File: config.mk
export PLATFORM = sky130hd
export DESIGN_NAME = mbist_data_cmp
export DESIGN_NICKNAME = d
export VERILOG_FILES = /design/src/rtl/mbist_data_cmp.sv
export SDC_FILE = /design/constraint.sdc
export NUM_CORES = 1
export LEC_CHECK = 0
export CORE_MARGIN = 3
export CORE_UTILIZATION = 42
export DETAILED_ROUTE_END_ITERATION = 6
export PLACE_DENSITY = 0.76
export SLEW_MARGIN = 20
export SYNTH_ARGS = -nofsm -noshare
export SYNTH_HDL_FRONTEND = slang
export SYNTH_SLANG_ARGS = --single-unit
File: constraint.sdc
create_clock -name clk -period 2.3 [get_ports clk]
set_clock_uncertainty 0.15 [all_clocks]
set_input_delay 0.46 -clock clk [delete_from_list [all_inputs] [get_ports clk]]
set_output_delay 0.46 -clock clk [all_outputs]
set_load 0.005 [all_outputs]
File: src/rtl/mbist_data_cmp.sv
// mbist_data_cmp: read-side compare engine for memory BIST.
// Delays the expected pattern word and address by the memory read latency.
// Compares them against the returned read data, and records the first-fail
// address/mask plus a saturating fail count. The result registers double as
// a serial scan chain, {err_sticky, err_cnt, err_addr, err_mask}, which
// shifts out LSB first on sdo.
module mbist_data_cmp #(
  parameter int BIST_DATA_WD    = 32,
  parameter int BIST_ADDR_WD    = 10,
  parameter int BIST_ERR_CNT_WD = 8,
  parameter int RD_LATENCY      = 1    // legal range 1..4
) (
  input  logic                       clk,
  input  logic                       rst,
  input  logic                       run,
  input  logic                       clr,
  input  logic                       cmp_en,
  input  logic                       cmp_inv,
  input  logic [BIST_DATA_WD-1:0]    pat_data,
  input  logic [BIST_ADDR_WD-1:0]    cmp_addr,
  input  logic [BIST_DATA_WD-1:0]    mem_rdata,
  input  logic                       scan_shift,
  input  logic                       sdi,
  output logic                       sdo,
  output logic                       cmp_err,
  output logic                       err_sticky,
  output logic [BIST_ADDR_WD-1:0]    err_addr,
  output logic [BIST_DATA_WD-1:0]    err_mask,
  output logic [BIST_ERR_CNT_WD-1:0] err_cnt
);

  // Pipeline stage 0 holds the most recent issue; stage RD_LATENCY-1 is the
  // tail, which lines up with mem_rdata.
  logic [RD_LATENCY-1:0]   r_pipe_vld;
  logic [BIST_DATA_WD-1:0] r_pipe_exp  [RD_LATENCY];
  logic [BIST_ADDR_WD-1:0] r_pipe_addr [RD_LATENCY];

  logic                       r_cmp_err;
  logic                       r_err_sticky;
  logic [BIST_ERR_CNT_WD-1:0] r_err_cnt;
  logic [BIST_ADDR_WD-1:0]    r_err_addr;
  logic [BIST_DATA_WD-1:0]    r_err_mask;

  logic                    w_issue;
  logic                    w_flush;
  logic [BIST_DATA_WD-1:0] w_exp_word;
  logic                    w_tail_vld;
  logic [BIST_DATA_WD-1:0] w_mask;
  logic                    w_fail;
  logic                    w_cnt_sat;

  // A compare is only issued while the engine runs and the chain is idle.
  assign w_issue    = cmp_en & run & ~scan_shift;
  assign w_flush    = ~run | clr;
  assign w_exp_word = pat_data ^ {BIST_DATA_WD{cmp_inv}};

  // The tail is compared only if this cycle is not itself flushing or
  // shifting, so a dropped read can never leave a trace in the results.
  assign w_tail_vld = r_pipe_vld[RD_LATENCY-1];
  assign w_mask     = r_pipe_exp[RD_LATENCY-1] ^ mem_rdata;
  assign w_fail     = w_tail_vld & run & ~clr & ~scan_shift & (|w_mask);
  assign w_cnt_sat  = &r_err_cnt;

  // Valid bits: shift one stage per cycle, cleared by reset or flush.
  always_ff @(posedge clk or posedge rst) begin
    if (rst) begin
      r_pipe_vld <= '0;
    end else if (w_flush) begin
      r_pipe_vld <= '0;
    end else begin
      // NOTE: non-blocking assignments let every stage sample the previous
      // stage's old value, so the loop order does not matter.
      r_pipe_vld[0] <= w_issue;
      for (int i = 1; i < RD_LATENCY; i++) begin
        r_pipe_vld[i] <= r_pipe_vld[i-1];
      end
    end
  end

  // Expected word/address: plain shift register that advances every cycle.
  // NOTE: no reset here on purpose; the payload is qualified by its valid
  // bit, so resetting it would only add reset fan-out for no behaviour.
  always_ff @(posedge clk) begin
    r_pipe_exp[0]  <= w_exp_word;
    r_pipe_addr[0] <= cmp_addr;
    for (int i = 1; i < RD_LATENCY; i++) begin
      r_pipe_exp[i]  <= r_pipe_exp[i-1];
      r_pipe_addr[i] <= r_pipe_addr[i-1];
    end
  end

  // Result registers: clr beats scan, and scan beats compare updates.
  always_ff @(posedge clk or posedge rst) begin
    if (rst) begin
      r_cmp_err    <= 1'b0;
      r_err_sticky <= 1'b0;
      r_err_cnt    <= '0;
      r_err_addr   <= '0;
      r_err_mask   <= '0;
    end else if (clr) begin
      r_cmp_err    <= 1'b0;
      r_err_sticky <= 1'b0;
      r_err_cnt    <= '0;
      r_err_addr   <= '0;
      r_err_mask   <= '0;
    end else if (scan_shift) begin
      r_cmp_err <= 1'b0;
      {r_err_sticky, r_err_cnt, r_err_addr, r_err_mask} <=
        {sdi, r_err_sticky, r_err_cnt, r_err_addr, r_err_mask[BIST_DATA_WD-1:1]};
    end else begin
      r_cmp_err <= w_fail;
      if (w_fail) begin
        if (!w_cnt_sat) begin
          r_err_cnt <= r_err_cnt + BIST_ERR_CNT_WD'(1);
        end
        // Only the first fail since reset/clr is captured in detail.
        if (!r_err_sticky) begin
          r_err_sticky <= 1'b1;
          r_err_addr   <= r_pipe_addr[RD_LATENCY-1];
          r_err_mask   <= w_mask;
        end
      end
    end
  end

  assign sdo        = r_err_mask[0];
  assign cmp_err    = r_cmp_err;
  assign err_sticky = r_err_sticky;
  assign err_cnt    = r_err_cnt;
  assign err_addr   = r_err_addr;
  assign err_mask   = r_err_mask;

endmodule

**Yosys cells after proc, flatten, opt, wreduce, memory -nomap -nowiden**

Memories as Yosys holds them, arrays and structs flattened.
Index checks and enable logic that the tools add are counted.

- Bits in writable memories: 42
- Memories kept: 2
- Flip-flop bits (word level): 53

Memory list:

| memory | words | bits a word | read ports | clocked after memory_dff | write ports | line | RTL |
|---|---|---|---|---|---|---|---|
| r_pipe_exp | 1 | 32 | 1 | 0 | 1 | 35 | `logic [BIST_DATA_WD-1:0] r_pipe_exp [RD_LATENCY];` |
| r_pipe_addr | 1 | 10 | 1 | 0 | 1 | 36 | `logic [BIST_ADDR_WD-1:0] r_pipe_addr [RD_LATENCY];` |

- Muxes and demuxes: 18
- Bitwise logic cells: 12
- Add/sub/neg operators: 1
- Reductions and logical operators: 5
- Eq/ne operators: 2

Operator list:

| kind | count |
|---|---|
| $mux W32 | 4 |
| $xor A32 B32 Y32 | 2 |
| $mux W10 | 4 |
| $mux W8 | 4 |
| $reduce_or A32 Y1 | 1 |
| $add A8 B1 Y8 const B | 1 |
| $reduce_and A8 Y1 | 1 |
| $and A1 B1 Y1 | 6 |
| $mux W1 | 6 |
| $ne A3 B3 Y1 const B | 2 |
| $reduce_and A2 Y1 | 2 |
| $not A1 Y1 | 3 |
| $reduce_bool A3 Y1 | 1 |
| $or A1 B1 Y1 | 1 |

**Longest topological paths before layout**

- Word-level depth: 7
- Mapped depth: 10

**Worst setup path after synthesis**

OpenSTA, ideal clock, no wires.

- Path kind: in2reg
- Start: input mem_rdata[30]
- End: register r_err_mask[8], in the netlist err_mask[8]
- Required time: 2.025 ns
- Path slack: -0.110 ns
- Arrival: 2.135 ns
- Cell stages on the path: 10
- Buffers on the path: 4
- Setup time: 0.125 ns
- Cell sequence: xnor2_1 > nand4_1 > or4_1 > buf_2 > o21a_1 > buf_2 > buf_6 > buf_2 > nand3_1 > nand3_1

- Cells in the longest elaborated chain, start to end: 5

RTL lines:

| element | line | RTL |
|---|---|---|
| from (decl) | 21 | `input logic [BIST_DATA_WD-1:0] mem_rdata,` |
| $xor A32 B32 Y32 | 60 | `assign w_mask = r_pipe_exp[RD_LATENCY-1] ^ mem_rdata;` |
| $reduce_or A32 Y1 | 61 | `assign w_fail = w_tail_vld & run & ~clr & ~scan_shift & (\|w_mask);` |
| $and A1 B1 Y1 | 61 |  |
| $reduce_bool A3 Y1 (no source line) | n/a |  |
| $reduce_and A2 Y1 (no source line) | n/a |  |
| to (signal assigned) | 108 | `{r_err_sticky, r_err_cnt, r_err_addr, r_err_mask} <=` |
| to (signal assigned) | 120 | `r_err_mask <= w_mask;` |
| to (decl) | 42 | `logic [BIST_DATA_WD-1:0] r_err_mask;` |

No other way between the ends.
A chain may end at the register's enable or synchronous reset.

**Worst setup path in the final report**

- Start: input mem_rdata[28]
- End: register r_err_mask[5], in the netlist err_mask[5]

Same word-level chain as after synthesis.

==> summary.md <==
| Metric | Value |
|---|---|
| Status | `finished with violations` |
| Violated checks | `setup timing` |
| Max rail drop VDD | `roughly 370 uV` |
| Final Non-Filler Cells | `747` |
| I/O pin total | `between 100 and 150` |
| Fraction of registers with async set/reset | `between 50% and 60%` |
| Post-Synthesis Cells | `~420` |
| Mapped Nets | `roughly 510` |
| Fraction of layout cells with a size suffix above 1 | `27.6%` |
| Final worst-path cycle share | `102%` |
| Reg2reg start | `r_pipe_exp[0][23]$_DFF_P_` |
| Wire per inst | `about 18 um` |
| Number of flops mapped to enable cells by yosys | `0` |
| Antenna violations before repair | `1` |
| HPWL after detailed placement | `~9400 um` |
| Iteration-0 DRC Markers | `between 150 and 200` |
| First-pass GRT wire length | `roughly 21000 um` |
| Hold Buf Count CTS | `0` |
| Max-Cap Viols | `0` |
| GRT Util Overall | `22.9%` |
| Number of port buffers | `about 130` |
| Vias in the first global route | `slightly above 4000` |
| DR vias/cell | `between 5 and 6` |
| FMAX | `425 MHz` |
| Yosys warns | `0` |
| Final hold violation count | `0` |
| Deepest clock path buffer count | `2` |
| H-Tree Depth | `3` |
| Count of final max-slew check failures | `0` |
| Pin count of the biggest net entering global routing | `47` |
| Power Dens Cells | `518 nW/um2` |
| Startpoint Class | `primary input` |
| Horiz. Die Dim | `107 um` |
| Predominant post-synthesis flop cell | `dfrtp_1` |
| Routed wire length | `13500 um` |
| R2R cell count | `8` |
| Initial core utilization | `roughly 44%` |
| Rows | `36` |
| Core ar. | `roughly 9900 um2` |
| RSZ-0062 raised after global routing | `yes` |
| Design Power | `approximately 3.6 mW` |
| Later-pin clock latency in the skew report | `around 0.37 ns` |
| CP Max Fanout | `7` |
| Layout Area Growth over Synthesis | `60.8%` |
| Mean Syn Cell Area | `between 10 and 15 um2` |
| Final setup fails | `24` |
| Seq cells post-synth | `between 90 and 100` |
| Crit Path Class | `primary input to flip-flop` |
| CTS sink count | `between 90 and 100` |
| Clk slew on worst S/H paths | `0.10 ns` |
| Leakage | `2.91 nW` |
| Total CTS buffers | `9` |
| Detail Route Antenna Nets | `0` |
| Fill cells | `~670` |
| Yosys cell types | `53` |
| Total number of vias | `between 3000 and 4000` |
| Final Critical Period | `2.36 ns` |
| GR Overflow Total | `0` |
| Arr. time, crit path | `roughly 2.5 ns` |
| Rel. slew slack | `a little under three fifths` |
| Die area | `between 10000 and 15000 um2` |
| Placer Congestion | `0.858` |
| Place WS | `-0.875 ns` |
| Die Y | `~110 um` |
| DRC violations left | `0` |
| Root buf cell | `clkbuf_8` |
| Cells after DPL | `slightly above 700` |
| Synthesized area | `4300 um2` |
| Nets@finish | `between 600 and 700` |
| Measured slew at the worst slew-check pin | `0.662 ns` |
| Sequential share of the synthesized area | `between 50 and 60%` |
| Final Worst Setup Slack | `-0.0552 ns` |
| Setup crit end kind | `flip-flop` |
| TNS Setup | `-0.668 ns` |
| R2r endpoint | `err_mask[5]$_DFFE_PP0P_` |
| R2R setup slack | `-0.02 ns` |
| TritonCTS clock tree | `done` |
| Worst EP required | `approximately 2.4 ns` |
| Hold Crit Class | `primary input to async pin` |
| Detailed-router iteration count before antenna repair | `4` |
## routing by layer
metal / GRT usage [%] / routed length, um
met1: 28.2 / 5220
met2: 39.5 / 6850
met3: 5.42 / 1110
met4: 7.76 / 340
met5: 0 / 0
## state kept, by name (all words and copies together) (netlist names)
register / cells
cmp_err: 1
err_addr: 10
err_cnt: 8
err_mask: 32
err_sticky: 1
r_pipe_addr: 10
r_pipe_exp: 32
r_pipe_vld: 1
## through the flow
stage,instance area (um2),utilization (%),hold slack (ns)
detailed placement,6210,63.0,0.343
CTS,6660,67.5,0.249
global placement,6210,63.0,0.319
floorplan,4430,-,0.309
finish,6910,70.1,0.243
global route,6910,70.1,0.274
## Yosys cell counts (2+ instances only)
cell type,n,share of area [%]
nor3b_1,2,0.35
buf_6,2,0.52
nand3_1,32,3.7
and2_1,5,0.73
nor2_2,2,0.29
dfxtp_1,42,20
nand4b_1,7,1.4
mux2i_1,2,0.47
nor2_1,26,2.3
a2111oi_0,5,1.0
buf_2,7,0.81
a21oi_1,2,0.23
dfrtp_1,53,31
or4_1,3,0.52
and3_1,4,0.58
inv_1,15,1.3
a32oi_1,3,0.61
o311ai_1,9,1.8
o211ai_1,4,0.70
a311o_1,5,1.2
clkbuf_1,20,1.7
nand2_1,25,2.2
buf_1,3,0.26
o21ai_1,3,0.35
nand3b_1,14,2.4
xor2_1,48,9.8
xnor2_1,17,3.5
o221ai_1,2,0.41
nor3_1,13,1.5
a2111oi_2,5,1.7
o311ai_0,3,0.61
nand2b_1,6,0.87
nand4_1,7,1.0
nor4_1,7,1.0
## timing repair
action | CTS | global route
pin swaps | 26 | 22
cloned | 1 | 0
endpoints found under the setup margin | 52 | 51
setup buffers | 7 | 12
resized for setup | 71 | 45
endpoints found under the hold margin | 0 | 0
## logic make-up after synthesis
logic type	after synthesis	synth area share [%]
adders and majority gates	1	0.291
AOI/OAI and AO/OA	53	11.1
buffers and inverters	49	4.92
DFF	95	50.4
muxes	2	0.466
and+or+nand+nor	157	19.6
xor gates and xnor gates	65	13.2
## placed cells by master (no fill, tap or decap), types with 5 or more instances in the layout
cell type,instances
nand2b_1,6
nand4b_1,7
a2111oi_2,7
nand2_1,25
xnor2_2,13
a311o_1,5
inv_1,14
and2_1,5
nor2_1,17
nor3_2,9
o311ai_1,9
nand3_1,32
dlygate4sd2_1,12
buf_4,60
clkbuf_8,9
nor4_2,5
nand4_1,7
dfxtp_1,38
clkdlybuf4s50_1,106
xor2_1,40
dfrtp_1,53
dlymetal6s2s_1,7
buf_6,11
xor2_2,8
nand3b_1,14
nor2_2,9
## how the worst max path moves through the flow
stage,from,end,cells past startpoint
2_1_floorplan,mem_rdata[0],err_mask[30]$_DFFE_PP0P_,8
3_3_place_gp,mem_rdata[0],err_addr[6]$_DFFE_PP0P_,8
3_5_place_dp,mem_rdata[0],err_addr[5]$_DFFE_PP0P_,8
4_1_cts,r_pipe_exp[0][30]$_DFF_P_,err_addr[5]$_DFFE_PP0P_,8
5_1_grt,r_pipe_exp[0][23]$_DFF_P_,err_mask[14]$_DFFE_PP0P_,9
6_report,mem_rdata[28],err_mask[5]$_DFFE_PP0P_,10
## report_power, final
group          total (mW)  switching, mW  leakage, nW  internal, mW
clock                1.06          0.639       0.0969         0.417
combinational       0.706          0.295         1.73         0.410
sequential           1.82         0.0722         1.08          1.75
total                3.58           1.01         2.91          2.58
## area by class of cell
class | count | area [um2] | area share, %
multi-input cells | 278 | 2350 | 34.0
diodes | 1 | 2.50 | 0.0362
flip-flops and latches | 95 | 2170 | 31.5
well taps | 133 | 166 | 2.41
inverters | 16 | 60.1 | 0.869
clock buffers | 9 | 124 | 1.79
repair buffers | 208 | 1970 | 28.5
clock inverters | 7 | 60.1 | 0.869
## worst max-delay path, cell delays in order
cell	delay [ns]
clkdlybuf4s50_1	0.44
xor2_1	0.20
nor4_2	0.28
nand4_1	0.13
buf_6	0.16
o21ai_4	0.21
buf_6	0.14
buf_6	0.13
nor2_1	0.05
a311o_1	0.26
(Power assumes the default switching activity.)
